--- config.mk ---
export PLATFORM = sky130hd
export DESIGN_NAME = popcount06_weight_enum
export DESIGN_NICKNAME = d
export VERILOG_FILES = /design/src/rtl/popcount06_weight_enum.sv
export SDC_FILE = /design/constraint.sdc
export NUM_CORES = 1
export LEC_CHECK = 0
export ABC_AREA = 1
export CAP_MARGIN = 20
export CORE_AREA = 3 3 67 69
export CTS_CLUSTER_DIAMETER = 100
export CTS_CLUSTER_SIZE = 16
export DETAILED_ROUTE_END_ITERATION = 8
export DIE_AREA = 0 0 70 72
export GPL_TIMING_DRIVEN = 0
export PLACE_DENSITY = 0.65
export SETUP_SLACK_MARGIN = 0.5
export SYNTH_ARGS = -nofsm -noshare
export SYNTH_HDL_FRONTEND = slang
export SYNTH_SLANG_ARGS = --single-unit
--- constraint.sdc ---
create_clock -name i_clk -period 2.7 [get_ports i_clk]
set_input_delay 0.27 -clock i_clk [delete_from_list [all_inputs] [get_ports i_clk]]
set_output_delay 0.27 -clock i_clk [all_outputs]
set_load 0.02 [all_outputs]
--- src/rtl/popcount06_weight_enum.sv ---
// Enumerates every N-bit vector of Hamming weight k in ascending order, one per output handshake.
// Optional macro POPCOUNT_ENUM_SELFCHECK_EN adds a sticky o_chk_fail weight monitor.
module popcount06_weight_enum #(
    parameter int N  = 6,
    parameter int CW = 3,
    parameter int IW = 5
) (
    input  logic          i_clk,
    input  logic          i_rst,
    input  logic          i_cnt_valid,
    output logic          o_cnt_ready,
    input  logic [CW-1:0] i_cnt,
    output logic          o_vec_valid,
    input  logic          i_vec_ready,
    output logic [N-1:0]  o_vec,
    output logic [IW-1:0] o_vec_idx,
    output logic          o_vec_last,
`ifdef POPCOUNT_ENUM_SELFCHECK_EN
    output logic          o_chk_fail,
`endif
    output logic          o_cnt_err
);

    localparam int ZW = $clog2(N + 1);
    localparam logic [CW-1:0] N_CW = CW'(N);

    typedef enum logic {S_IDLE = 1'b0, S_EMIT = 1'b1} state_t;

    state_t        r_state;
    logic [N-1:0]  r_vec;
    logic [IW-1:0] r_idx;
    logic          r_last;
    logic          r_valid;
    logic          r_cnt_err;
    logic [CW-1:0] r_k;

    logic [ZW-1:0] w_ctz;
    logic [N:0]    w_x, w_t, w_t1, w_low, w_next_full;
    logic [N-1:0]  w_next;
    logic [N:0]    w_lo_k, w_top_k, w_lo_cnt;
    logic [N-1:0]  w_last_pat;
    logic          w_accept;

    always_comb begin
        w_ctz = '0;
        for (int i = N - 1; i >= 0; i--) begin
            if (r_vec[i]) w_ctz = ZW'(i);
        end
    end

    // Gosper step in N+1 bits so the carry out of the top bit is not lost
    always_comb begin
        w_x         = {1'b0, r_vec};
        w_t         = w_x | (w_x - 1'b1);
        w_t1        = w_t + 1'b1;
        w_low       = ((~w_t) & w_t1) - 1'b1;
        w_next_full = w_t1 | (w_low >> ({1'b0, w_ctz} + 1'b1));
        w_next      = w_next_full[N-1:0];
    end

    always_comb begin
        w_lo_k     = ({{N{1'b0}}, 1'b1} << r_k) - 1'b1;
        w_top_k    = w_lo_k << (N_CW - r_k);
        w_last_pat = w_top_k[N-1:0];
        w_lo_cnt   = ({{N{1'b0}}, 1'b1} << i_cnt) - 1'b1;
    end

    assign o_cnt_ready = (r_state == S_IDLE) && !i_rst;
    assign w_accept    = i_cnt_valid && o_cnt_ready;

    always_ff @(posedge i_clk) begin
        if (i_rst) begin
            r_state   <= S_IDLE;
            r_vec     <= '0;
            r_idx     <= '0;
            r_last    <= 1'b0;
            r_valid   <= 1'b0;
            r_cnt_err <= 1'b0;
            r_k       <= '0;
        end else begin
            r_cnt_err <= 1'b0;
            case (r_state)
                S_IDLE: begin
                    if (w_accept) begin
                        if (i_cnt > N_CW) begin
                            r_cnt_err <= 1'b1;
                        end else begin
                            r_k     <= i_cnt;
                            r_vec   <= w_lo_cnt[N-1:0];
                            r_idx   <= '0;
                            r_last  <= (i_cnt == '0) || (i_cnt == N_CW);
                            r_valid <= 1'b1;
                            r_state <= S_EMIT;
                        end
                    end
                end
                S_EMIT: begin
                    if (i_vec_ready) begin
                        if (r_last) begin
                            r_valid <= 1'b0;
                            r_state <= S_IDLE;
                        end else begin
                            r_vec  <= w_next;
                            r_idx  <= r_idx + 1'b1;
                            r_last <= (w_next == w_last_pat);
                        end
                    end
                end
                default: r_state <= S_IDLE;
            endcase
        end
    end

    assign o_vec_valid = r_valid;
    assign o_vec       = r_vec;
    assign o_vec_idx   = r_idx;
    assign o_vec_last  = r_last;
    assign o_cnt_err   = r_cnt_err;

`ifdef POPCOUNT_ENUM_SELFCHECK_EN
    logic [CW-1:0] w_pop;
    logic          r_chk_fail;

    always_comb begin
        w_pop = '0;
        for (int i = 0; i < N; i++) begin
            w_pop = w_pop + CW'(r_vec[i]);
        end
    end

    always_ff @(posedge i_clk) begin
        if (i_rst) begin
            r_chk_fail <= 1'b0;
        end else if (r_valid && (w_pop != r_k)) begin
            r_chk_fail <= 1'b1;
        end
    end

    assign o_chk_fail = r_chk_fail;
`endif

endmodule
==> results of run 1 <==
[flip-flops by register name (all words and copies together), names as in the netlist]
name,cells
o_cnt_err,1
o_vec,6
o_vec_idx,5
o_vec_last,1
o_vec_valid,1
r_k,3
r_state,1
[critical path, stage by stage, from the launching register on]
cell     delay [ns]
dfxtp_4        0.40
inv_8          0.05
ha_4           0.17
nand2_4        0.08
ha_4           0.20
or2_2          0.31
nand3_2        0.08
inv_1          0.04
nor3_2         0.23
buf_4          0.15
nand3_1        0.07
nand2_1        0.08
nor2_2         0.05
nand3_2        0.07
nand2_1        0.05
nand2_1        0.08
a21oi_2        0.05
[kinds of logic after synthesis]
family,count (synthesis)
adder cells (fa/ha/maj),13
AND/OR/NAND/NOR,175
XOR/XNOR,3
buffers and inverters,51
AO/OA/AOI/OAI,40
flip-flops,18
[layout make-up]
| type | instances | area [um2] | area share (%) |
|---|---|---|---|
| timing repair buffer | 39 | 343 | 13.7 |
| inverter | 47 | 199 | 7.93 |
| multi-input combinational | 231 | 1460 | 58.4 |
| clock buffer | 3 | 41.3 | 1.65 |
| buffer | 4 | 22.5 | 0.898 |
| sequential | 18 | 377 | 15.0 |
| tap | 50 | 62.6 | 2.49 |
[through the flow]
stage | utilization, % | worst slack [ns] | instance area [um2] | instances
2_1_floorplan | - | 0.510 | 1780 | 300
3_3_place_gp | 51.5 | 0.224 | 2050 | 370
3_5_place_dp | 51.5 | 0.194 | 2050 | 370
4_1_cts | 59.7 | 0.463 | 2370 | 385
5_1_grt | 63.2 | 0.224 | 2510 | 392
6_report | 63.2 | 0.415 | 2510 | 392
[cell usage in the layout, fill, tap and decap left out, drive strengths merged, types with 2 or more instances in the layout]
cell and count:
a221oi 5, o21ai 12, a31oi 5, a21oi 17
inv 46, clkdlybuf4s50 20, buf 20, xor2 2
nand2 97, clkbuf 5, nand4 6, nand3b 2
nor3 3, nor2 26, ha 13, nand3 36
dfxtp 18, nor3b 2
[layer usage]
metal / GRT usage, % / routed length [um]
met2: 33.3 / 2580
met4: 5.53 / 67
met1: 24.6 / 2240
met5: 0 / 0
met3: 1.11 / 161
[power groups by stage]
stage	Combinational [W]	Sequential, W	Clock, W
finish	0.00116	0.000324	0.000184
global route	0.00128	0.000328	0.000193
CTS	0.00102	0.000324	0.000186
detailed placement	0.000818	0.000326	0
global placement	0.000815	0.000325	0
floorplan	0.000607	0.000341	0
[final timing paths]
check,slack [ns],start,depth (start not counted),to
min,0.44,i_cnt[2],3,o_cnt_err
max,0.41,r_k[0],16,o_vec_last
min reg2reg,0.47,o_vec_valid,2,o_vec_valid
max reg2reg,0.41,r_k[0],16,o_vec_last
[repair_timing]
action,CTS,global route
buffers inserted,12,7
hold endpoints to repair,0,0
setup endpoints to repair,6,6
resized for setup,52,29
pin swaps,22,22
gates cloned,0,0
==> results.yml, run 1 <==
worst_setup_path:
  critPathMaxFanout: 7
  required_ns: 2.83
  crit_type: "flop to flop"
  critPathArrivalTime_ns: 2.42
  cp-end-kind: "flop"
  start_kind: "flop"
clocking:
  cts_buffer_depth: 2
  clk_pin_slew_ns: 0.06
  cts_tree: "yes"
  clk_latency_ns: 0.25
  cts_made_buffers: 3
  ctsRootBufferMaster: "clkbuf_8"
  cts_max_level: 1
  hold_buffers: 0
  clkSinkCount: 18
placed_design:
  gp_routability_congestion: 0.830
  dp_hpwl_mm: 3.49
  port-buffer-count: 20
pwr:
  pwr-share-comb_pct: 69.5
  intPower_w: 0.000849
  sw_frac_of_total_pct: 49.1
  p_sw_w: 0.000820
  seq_power_share_pct: 19.4
  finalPower_w: 0.00167
  power_density_mw_per_mm2: 665
  clkPwrFrac_pct: 11.0
  power.leakage_nw: 1.14
  max-vdd-ir-drop_mv: 0.348
synthesis:
  avgSynthCellArea_um2: 5.88
  synth_most_common_cell: "nand2_1"
  synth_edf_count: 0
  synthAdderAreaFrac_pct: 9.21
  synth_largest_area_cell: "dfxtp_1"
  ys.flop_type: "dfxtp_1"
  synth_area_leaders: "dfxtp_1 20%, nand2_1 20%, nand3_1 9.4%, ha_1 9.2%, inv_1 8.5%"
  synth.ff_latch_count: 18
  synth_cells: 300
  yosysWarnings: 0
  synth_common_cells: "93 x nand2_1, 40 x inv_1, 33 x nand3_1"
  synth_top_family_by_area: "simple AND/OR/NAND/NOR gates"
  synth_nets: 320
  async_flop_share_pct: 0
  synth_top_area_share_pct: 20.4
  yosysSeqAreaShare_pct: 20.4
  synthMuxAreaShare_pct: 0
  synth_xor_area_share_pct: 1.49
  synth_compound_area_share_pct: 13.3
  syn_area_mm2: 0.00177
  synthDistinctLibCells: 30
  synth_simple_gate_area_share_pct: 44.4
detailed_routing:
  routedWlPerCell_um: 12.9
  firstDrtPassIters: 5
  wl_mm: 5.05
  drtIter0Drc: 185
  vias: 2061
  ant_nets: 0
  vias_per_cell: 5.26
  drc: 0
sta:
  max_freq_mhz: 438
  post-route-min-period_ns: 2.29
  rsz0062_at_grt: "yes"
  timing.max_slew.rel_slack_pct: 66.6
  hold_violations: 0
  fin_crit_sh_pct: 84.6
  setup_viol: 0
  max_slew.worst_pin.slew_ns: 0.499
  skew_ns: 0.00245
  drv_slew: 0
  timing.hold.ws_ns: 0.436
  fin_setup_tns_ns: 0
layout:
  drive_above_1_share_pct: 28.9
  fill_cells: 361
  insertedDiodeCount: 0
  area_growth_pct: 42.1
  layout.nets: 364
grt:
  overflow: 0
  grt_use_total_pct: 18.7
  first_global_vias: 1771
  grt_pass1_wl_mm: 7.86
  antenna_found_initial: 0
  grt_max_degree: 13
floorplan:
  die_x_um: 70
  std_cell_rows: 23
  die_area_mm2: 0.00504
  core-area_mm2: 0.00397
  die_y_um: 72
  initial_core_util_pct: 44.5
  ios: 22
flow_run:
  drv_cap: 0
hold_path:
  hold_class: "primary input to flop"
status:
  status: "completed"
(Power assumes the default switching activity.)
==> inputs of run 2 (changes only) <==
==> constraint.sdc (replaced) <==
create_clock -name i_clk -period 2.15 [get_ports i_clk]
set_input_delay 0.215 -clock i_clk [delete_from_list [all_inputs] [get_ports i_clk]]
set_output_delay 0.215 -clock i_clk [all_outputs]
set_load 0.02 [all_outputs]
==> results.yml, run 2 (synthesis gave the netlist of run 1 again) <==
sta:
  drv_slew: 0
  setup_viol: 1
  fin_crit_sh_pct: 103
  timing.max_slew.rel_slack_pct: 70.1
  max_freq_mhz: 449
  post-route-min-period_ns: 2.23
  max_slew.worst_pin.slew_ns: 0.446
  setup_ws_ns: -0.0752
  hold_violations: 0
  skew_ns: 0.00128
  fin_setup_tns_ns: -0.0752
  rsz0062_at_grt: "yes"
worst_setup_path:
  crit_type: "flop to flop"
  r2r_setup_slack_ns: -0.08
  r2r-start: "o_vec[1]"
  start_kind: "flop"
  critPathMaxFanout: 4
  required_ns: 2.34
  crit_path_start: "o_vec[1]"
  reg2regPathDepth: 22
  regToRegEndpoint: "o_vec_last"
  cp-end-kind: "flop"
  critPathArrivalTime_ns: 2.41
detailed_routing:
  wl_mm: 4.73
  firstDrtPassIters: 4
  vias_per_cell: 5.15
  drtIter0Drc: 127
  vias: 2043
  drc: 0
  routedWlPerCell_um: 11.9
  ant_nets: 0
layout:
  ff_latch_area_um2: 380
  fin_util_pct: 65.5
  final_area_mm2: 0.00260
  final_common_cell: "nand2_1"
  fin_cells: 397
  fill_cells: 349
  drive_above_1_share_pct: 32.3
  largest_reg_flops: 6
  area_growth_pct: 47.4
  layout.nets: 368
  final_cell_mix: "75 x nand2_1, 34 x inv_1, 27 x nand3_1, 22 x buf_4, 17 x clkdlybuf4s50_1"
  multi_input_area_mm2: 0.00150
  insertedDiodeCount: 0
clocking:
  ctsRootBufferMaster: "clkbuf_8"
  cts_made_buffers: 3
  cts_max_level: 1
  cts_buffer_depth: 2
  hold_buffers: 0
  clk_latency_ns: 0.25
  cts_tree: "yes"
  clk_pin_slew_ns: 0.07
  clkSinkCount: 18
floorplan:
  ios: 22
  initial_core_util_pct: 44.5
  std_cell_rows: 23
  core-area_mm2: 0.00397
  die_x_um: 70
  die_y_um: 72
  die_area_mm2: 0.00504
grt:
  grt_use_total_pct: 18.5
  antenna_found_initial: 0
  grt_pass1_wl_mm: 7.96
  first_global_vias: 1896
  grt_max_degree: 13
  overflow: 0
hold_path:
  whs_endpoint: "o_cnt_err"
  worstHoldStart: "i_cnt_valid"
  hold_depth: 3
  hold_class: "primary input to flop"
pwr:
  power_density_mw_per_mm2: 827
  power.leakage_nw: 1.19
  max-vdd-ir-drop_mv: 0.500
  finalPower_w: 0.00215
placed_design:
  dp_cells: 370
  dp_hpwl_mm: 3.48
  port-buffer-count: 20
  gp_routability_congestion: 0.827
  place_area_mm2: 0.00217
status:
  violations: "negative setup slack"
  status: "finished with violations"
flow_run:
  drv_cap: 0
run 2: worst max-delay path by stage:
stage               cells past startpoint         end
floorplan                              21  o_vec_last
CTS                                    20  o_vec_last
global placement                       21  o_vec_last
detailed placement                     21  o_vec_last
global route                           22  o_vec_last
finish                                 22  o_vec_last
run 2: routing by layer:
metal,vias to the layer above,track usage [%],routed length (um)
li1,1078,-,-
met1,925,25.2,2220
met2,36,33.4,2340
met3,4,0.831,141
met4,0,2.55,22
met5,-,0,0
run 2: final cells by class:
cell class	count	share of cell area [%]
multi-input cells	231	57.8
flip-flops and latches	18	14.6
repair buffers	43	14.6
inverters	47	7.50
well taps	50	2.40
clock buffers	4	2.12
plain buffers	4	0.962
run 2: worst max-delay path, cell delays in order, from the launching register on:
cell	delay [ns]
dfxtp_4	0.38
nor2_4	0.15
nand2_2	0.10
nand2_2	0.09
nand2_2	0.07
nor2_2	0.08
ha_2	0.19
inv_1	0.05
nand4_1	0.09
nand2_2	0.06
nand2_1	0.08
nand2_1	0.05
nand2_1	0.05
nand2_1	0.07
inv_2	0.06
nand2_2	0.05
nand2_1	0.05
nand2_1	0.05
nor2_1	0.10
nand3_1	0.11
nand2_1	0.07
nand2_1	0.06
a21oi_2	0.10
run 2: repair_timing:
item,CTS,global route
setup buffers,18,5
gates cloned,0,0
resized for setup,29,29
endpoints found under the setup margin,13,11
pin swaps,16,11
run 2: where the power goes:
part | internal (W) | switching [W]
registers | 0.000368 | 0.0000468
clock network | 0.000162 | 0.000110
logic | 0.000621 | 0.000845
run 2: per-stage QoR:
step           worst slack, ns  hold slack (ns)
6_report               -0.0752            0.282
4_1_cts                -0.0402            0.374
2_1_floorplan            0.135            0.370
3_5_place_dp            -0.168            0.463
5_1_grt                 -0.266            0.311
3_3_place_gp            -0.173            0.457
